**src/rtl/load_store_unit_pkg.sv**
```systemverilog
// rtl/load_store_unit_pkg.sv - RV32I load/store constants, register type and LSU state enum
package RV32Consts;

   typedef logic [31:0] IntReg;

   localparam logic [2:0] F3_LB  = 3'd0;
   localparam logic [2:0] F3_LH  = 3'd1;
   localparam logic [2:0] F3_LW  = 3'd2;
   localparam logic [2:0] F3_LBU = 3'd4;
   localparam logic [2:0] F3_LHU = 3'd5;
   localparam logic [2:0] F3_SB  = 3'd0;
   localparam logic [2:0] F3_SH  = 3'd1;
   localparam logic [2:0] F3_SW  = 3'd2;

   typedef enum logic [1:0] {
      IDLE   = 2'd0,
      REQ    = 2'd1,
      WAIT_R = 2'd2,
      RESP   = 2'd3
   } lsu_state_e;

   // Undefined width codes are rejected the same way as misaligned addresses.
   function automatic logic is_legal(input logic we, input logic [2:0] f3, input logic [1:0] a);
      logic ok;
      ok = 1'b0;
      if (we) begin
         case (f3)
            F3_SB:   ok = 1'b1;
            F3_SH:   ok = ~a[0];
            F3_SW:   ok = (a == 2'b00);
            default: ok = 1'b0;
         endcase
      end else begin
         case (f3)
            F3_LB, F3_LBU: ok = 1'b1;
            F3_LH, F3_LHU: ok = ~a[0];
            F3_LW:         ok = (a == 2'b00);
            default:       ok = 1'b0;
         endcase
      end
      return ok;
   endfunction

endpackage

```
**src/rtl/load_store_unit_lane_align.sv**
```systemverilog
// rtl/load_store_unit_lane_align.sv - store byte-lane steering and load extraction/extension
module lsu_lane_align
   import RV32Consts::*;
(
   input  logic        we,
   input  logic [2:0]  funct3,
   input  logic [1:0]  addr_lo,
   input  IntReg       wdata,
   input  logic [31:0] rdata,
   output logic [3:0]  wstrb,
   output logic [31:0] wdata_lanes,
   output IntReg       load_data
);

   logic [7:0]  byte_v;
   logic [15:0] half_v;

   always_comb begin
      wstrb       = 4'b0000;
      wdata_lanes = 32'h0;
      if (we) begin
         case (funct3)
            F3_SB: begin
               wstrb       = 4'b0001 << addr_lo;
               wdata_lanes = {4{wdata[7:0]}};
            end
            F3_SH: begin
               wstrb       = 4'b0011 << {addr_lo[1], 1'b0};
               wdata_lanes = {2{wdata[15:0]}};
            end
            F3_SW: begin
               wstrb       = 4'b1111;
               wdata_lanes = wdata;
            end
            default: ;
         endcase
      end
   end

   always_comb begin
      byte_v    = rdata[{addr_lo, 3'b000} +: 8];
      half_v    = addr_lo[1] ? rdata[31:16] : rdata[15:0];
      load_data = 32'h0;
      case (funct3)
         F3_LB:   load_data = {{24{byte_v[7]}}, byte_v};
         F3_LH:   load_data = {{16{half_v[15]}}, half_v};
         F3_LW:   load_data = rdata;
         F3_LBU:  load_data = {24'h0, byte_v};
         F3_LHU:  load_data = {16'h0, half_v};
         default: load_data = 32'h0;
      endcase
   end

endmodule

```
**src/rtl/load_store_unit.sv**
```systemverilog
// rtl/load_store_unit.sv - single-outstanding RV32I load/store unit with bus timeout
module load_store_unit
   import RV32Consts::*;
#(
   parameter int unsigned TIMEOUT_CYCLES = 255
)(
   input  logic        clk,
   input  logic        rst_n,
   input  logic        req_valid,
   output logic        req_ready,
   input  logic        req_we,
   input  logic [2:0]  req_funct3,
   input  logic [31:0] req_addr,
   input  IntReg       req_wdata,
   input  logic [4:0]  req_rd,
   output logic        bus_valid,
   input  logic        bus_ready,
   output logic        bus_we,
   output logic [31:0] bus_addr,
   output logic [3:0]  bus_wstrb,
   output logic [31:0] bus_wdata,
   input  logic        bus_rvalid,
   input  logic [31:0] bus_rdata,
   output logic [4:0]  rd_addr,
   output IntReg       rd_data,
   output logic        rd_en,
   output logic        done,
   output logic        misaligned,
   output logic        fault
);

   localparam int CW = $clog2(TIMEOUT_CYCLES + 1);
   localparam logic [CW-1:0] LIMIT = CW'(TIMEOUT_CYCLES - 1);

   lsu_state_e  state_q, state_d;
   logic [CW-1:0] cnt_q, cnt_d;
   logic        fault_q, fault_d;
   logic        misaligned_q, misaligned_d;
   logic        we_q;
   logic [2:0]  funct3_q;
   logic [31:0] addr_q;
   IntReg       wdata_q;
   logic [4:0]  rd_q;
   IntReg       rd_data_q;
   logic        capture_en;
   logic        load_en;
   IntReg       load_data;

   lsu_lane_align u_align (
      .we          (we_q),
      .funct3      (funct3_q),
      .addr_lo     (addr_q[1:0]),
      .wdata       (wdata_q),
      .rdata       (bus_rdata),
      .wstrb       (bus_wstrb),
      .wdata_lanes (bus_wdata),
      .load_data   (load_data)
   );

   always_comb begin
      state_d      = state_q;
      cnt_d        = cnt_q;
      fault_d      = 1'b0;
      misaligned_d = 1'b0;
      capture_en   = 1'b0;
      load_en      = 1'b0;
      case (state_q)
         IDLE: begin
            if (req_valid) begin
               if (is_legal(req_we, req_funct3, req_addr[1:0])) begin
                  capture_en = 1'b1;
                  cnt_d      = '0;
                  state_d    = REQ;
               end else begin
                  misaligned_d = 1'b1;
               end
            end
         end
         REQ: begin
            cnt_d = cnt_q + CW'(1);
            // A handshake on the last allowed cycle still completes the access.
            if (bus_ready) begin
               state_d = we_q ? RESP : WAIT_R;
            end else if (cnt_q == LIMIT) begin
               fault_d = 1'b1;
               state_d = IDLE;
            end
         end
         WAIT_R: begin
            cnt_d = cnt_q + CW'(1);
            if (bus_rvalid) begin
               load_en = 1'b1;
               state_d = RESP;
            end else if (cnt_q == LIMIT) begin
               fault_d = 1'b1;
               state_d = IDLE;
            end
         end
         RESP:    state_d = IDLE;
         default: state_d = IDLE;
      endcase
   end

   always_ff @(posedge clk or negedge rst_n) begin
      if (!rst_n) begin
         state_q      <= IDLE;
         cnt_q        <= '0;
         fault_q      <= 1'b0;
         misaligned_q <= 1'b0;
      end else begin
         state_q      <= state_d;
         cnt_q        <= cnt_d;
         fault_q      <= fault_d;
         misaligned_q <= misaligned_d;
      end
   end

   always_ff @(posedge clk or negedge rst_n) begin
      if (!rst_n) begin
         we_q      <= 1'b0;
         funct3_q  <= 3'd0;
         addr_q    <= 32'h0;
         wdata_q   <= 32'h0;
         rd_q      <= 5'd0;
         rd_data_q <= 32'h0;
      end else begin
         if (capture_en) begin
            we_q     <= req_we;
            funct3_q <= req_funct3;
            addr_q   <= req_addr;
            wdata_q  <= req_wdata;
            rd_q     <= req_rd;
         end
         if (load_en) begin
            rd_data_q <= load_data;
         end
      end
   end

   assign req_ready  = (state_q == IDLE);
   assign bus_valid  = (state_q == REQ);
   assign bus_we     = we_q;
   assign bus_addr   = {addr_q[31:2], 2'b00};
   assign done       = (state_q == RESP);
   assign rd_en      = (state_q == RESP) && !we_q && (rd_q != 5'd0);
   assign rd_addr    = rd_q;
   assign rd_data    = rd_data_q;
   assign misaligned = misaligned_q;
   assign fault      = fault_q;

endmodule

```
**config.mk**
```make
export PLATFORM = sky130hd
export DESIGN_NAME = load_store_unit
export DESIGN_NICKNAME = d
export VERILOG_FILES = /design/src/rtl/load_store_unit_pkg.sv /design/src/rtl/load_store_unit_lane_align.sv /design/src/rtl/load_store_unit.sv
export SDC_FILE = /design/constraint.sdc
export NUM_CORES = 1
export LEC_CHECK = 0
export CORE_ASPECT_RATIO = 0.5
export CORE_MARGIN = 3
export CORE_UTILIZATION = 30
export DETAILED_ROUTE_END_ITERATION = 7
export DONT_BUFFER_PORTS = 1
export SYNTH_ARGS = -nofsm -noshare
export SYNTH_HDL_FRONTEND = slang
export SYNTH_SLANG_ARGS = --single-unit
```
**constraint.sdc**
```tcl
create_clock -name clk -period 2.9 [get_ports clk]
set_input_delay 0.87 -clock clk [delete_from_list [all_inputs] [get_ports clk]]
set_output_delay 0.87 -clock clk [all_outputs]
set_load 0.005 [all_outputs]
```
==> run_results.csv <==
group,metric,value,unit
outcome,status,"finished, final reports clean",
drt,vias,4188,
floorplan,start_util,0.3153,
global_route,busiest_layer,"met2",
cts,cts_buffer_depth,2,
sta,relSlewSlack,0.2146,
setup_path,critPathLaunch,"funct3_q[0]$_DFFE_PN0P_",
setup_path,rrSetupSlack,0.70,ns
setup_path,path_max_fanout,14,
flow_run,max_cap_violations,0,
logic_synthesis,yosys_most_used_dff,"dfrtp_1",
setup_path,end_kind,"primary output",
drt,via_per_inst,5.362,
drt,drc_errors,0,
cts,htreeDepth,4,
cts,cts_sinks,117,
pwr,peakVddDrop,0.4453,mV
cts,path_clk_slew,0.06,ns
drt,post_drt_wl_per_cell,21.81,um
global_route,overflow,0,
final_layout,drive_above_1_share,0.2701,
cts,postCtsSetupRepairBufs,0,
setup_path,worstSetupStartpointType,"register",
min_path,hold_path.class,"in -> async",
floorplan,rows,35,
global_route,use_met3,0.05492,
global_route,use_met2,0.2399,
setup_path,critical_path_class,"reg -> out",
sta,grt_setup_unrepaired,"no",
final_layout,area_growth,12.08,%
final_layout,insertedDiodeCount,0,
cts,clk_latency,0.42,ns
cts,root_buffer,"clkbuf_16",
setup_path,cp.arrival,1.86,ns
sta,clock_skew,0.009078,ns
setup_path,r2r_cells,6,
logic_synthesis,avgSynthCellArea,11.17,um2
sta,finalSetupViolCount,0,
drt,ant_nets,0,
floorplan,die_w,205.6,um
sta,tightest_slew,1.172,ns
floorplan,die_h,105.8,um
setup_path,reg2reg_to,"rd_data[0]$_DFFE_PN0P_",
floorplan,io_pins,222,
placed_design,hpwl,12.17,mm
global_route,grt_antenna_before_repair,0,
sta,min_period_over_period,0.9401,
drt,drtIter0Drc,335,
logic_synthesis,syn_area,0.005978,mm2
placed_design,dpl-instance-area,0.006080,mm2
logic_synthesis,seq_area_frac_synth,0.4897,
sta,fmax,366.8,MHz
placed_design,port_buffers,0,
pwr,power.density,1224,mW/mm2
cts,cts-hold-fix-buffers,0,
cts,numCtsBuffers,17,
sta,final_max_slew_viol_count,0,
logic_synthesis,synth_cell_types,55,
setup_path,worstPathRequired,2.03,ns
drt,drtPass1Iterations,5,
floorplan,fp.dieArea,0.02176,mm2
setup_path,rr_startpoint,"funct3_q[0]$_DFFE_PN0P_",
pwr,total_power,0.008202,W
sta,period_needed,2.726,ns
logic_synthesis,async_flop_share,1.000,
global_route,grt_pass1_wl,25.72,mm
sta,hold_viol_final,0,
logic_synthesis,netlist_instances,535,
global_route,use_met1,0.2042,
final_layout,finalNonFillerCells,781,
floorplan,core,0.01896,mm2
final_layout,final_core_util,0.3533,
logic_synthesis,synth_edf_count,0,
logic_synthesis,ys_seq_elements,117,
final_layout,fin_area,0.006700,mm2
pwr,leakage,2.890,nW
global_route,track_usage,0.1565,
final_layout,nets,625,
drt,routed_wl,17.04,mm
sta,setup-tns-final,0,ns
logic_synthesis,yosys_warnings,0,
placed_design,dp_cells,749,
cts,cts_tree,"built",
global_route,grt_pass1_vias,4197,
global_route,grt_max_degree,118,
placed_design,gp_congestion,0.7901,
worst max-delay path, stage by stage (launching register included):
cell and delay (ns):
dfrtp_1 0.55, a21oi_1 0.31, buf_4 0.24, a21boi_0 0.19
buf_4 0.14
per-layer routing:
layer / up-vias / wire [um]
met3: 24 / 980
li1: 1865 / -
met5: - / 0
met2: 138 / 8251
met1: 2161 / 7461
met4: 0 / 342
power breakdown:
| part | switching, W | internal [W] | leakage, nW |
|---|---|---|---|
| Combinational | 0.00143 | 0.00143 | 1.15 |
| Clock | 0.000820 | 0.00139 | 0.299 |
| Sequential | 0.000744 | 0.00240 | 1.44 |
| Total | 0.00299 | 0.00521 | 2.89 |
worst max-delay path by stage:
stage | slack, ns | endpoint | cells past startpoint
final | 0.17 | bus_wstrb[3] | 4
after CTS | 0.003 | bus_wdata[17] | 5
after global placement | 0.48 | bus_wdata[17] | 5
after detailed placement | 0.47 | bus_wdata[17] | 5
after floorplan | 0.64 | bus_wdata[15] | 6
after global routing | 0.0006 | bus_wstrb[3] | 4
sequential cells by signal, summed over array words and instances (netlist names):
name / cells
bus_we: 1
rd_addr: 5
misaligned: 1
funct3_q: 3
cnt_q: 8
addr_q: 32
fault: 1
state_q: 2
rd_data: 32
wdata_q: 32
area by class of cell:
class | count | area, um2
Inverter | 20 | 75.07
Clock inverter | 13 | 172.7
Timing Repair Buffer | 19 | 155.1
Tap cell | 259 | 324.1
Sequential cell | 117 | 2930
Clock buffer | 19 | 442.9
Fill cell | 1856 | 12260
Multi-Input combinational cell | 334 | 2600
cells in the final DEF (no fill, tap or decap), types with 16 or more instances in the layout:
| cell | instances |
|---|---|
| dfrtp_1 | 115 |
| mux2_2 | 81 |
| a21oi_1 | 36 |
| nor2_1 | 35 |
| a221o_1 | 22 |
| inv_1 | 20 |
| buf_4 | 18 |
| nor2b_1 | 17 |
| clkbuf_16 | 17 |
| a2bb2oi_1 | 16 |
synthesized netlist by cell type (2+ instances only):
cell type / number / share of area
o22ai_1: 5 / 0.0052
a21oi_1: 36 / 0.030
o21a_1: 2 / 0.0025
clkbuf_1: 12 / 0.0075
o21ai_0: 9 / 0.0075
a32oi_1: 2 / 0.0029
nand3_1: 4 / 0.0033
o211ai_1: 9 / 0.011
buf_4: 32 / 0.040
a22oi_1: 6 / 0.0075
buf_1: 4 / 0.0025
mux2_2: 81 / 0.15
dfrtp_1: 117 / 0.49
nor3b_1: 5 / 0.0063
a211oi_1: 5 / 0.0063
nor2_1: 36 / 0.023
buf_6: 2 / 0.0038
nand2_1: 12 / 0.0075
nor3_1: 10 / 0.0084
a221o_1: 22 / 0.037
a2bb2oi_1: 16 / 0.023
mux2i_1: 2 / 0.0033
o21bai_1: 2 / 0.0025
inv_1: 20 / 0.013
and3_1: 7 / 0.0073
nor2b_1: 17 / 0.018
a22o_1: 2 / 0.0029
and2_1: 10 / 0.010
nand4_1: 2 / 0.0021
nand2b_1: 2 / 0.0021
ha_1: 6 / 0.013
buf_2: 15 / 0.013
kinds of logic (layout without fill, tap and decap cells):
| family | after synthesis | count (layout) | synth area share |
|---|---|---|---|
| compound gates | 130 | 130 | 0.1607 |
| flops | 117 | 117 | 0.4897 |
| fa+ha+maj | 6 | 6 | 0.01256 |
| simple gates | 112 | 112 | 0.09753 |
| buf+inv | 85 | 71 | 0.07911 |
| mux | 84 | 84 | 0.1597 |
| other cells | 1 | 2 | 0.0006273 |
per-stage QoR:
step,hold slack [ns],setup slack [ns]
finish,0.1493,0.1736
CTS,0.1219,0.002635
global route,0.1104,0.0006390
detailed placement,0.4948,0.4667
global placement,0.4883,0.4802
floorplan,0.4726,0.6426
timing repair:
item                       CTS  global route
resized for setup            0             3
hold endpoints to repair     0             0
setup endpoints to repair    0             9
Power figures use the tool's default switching activity.
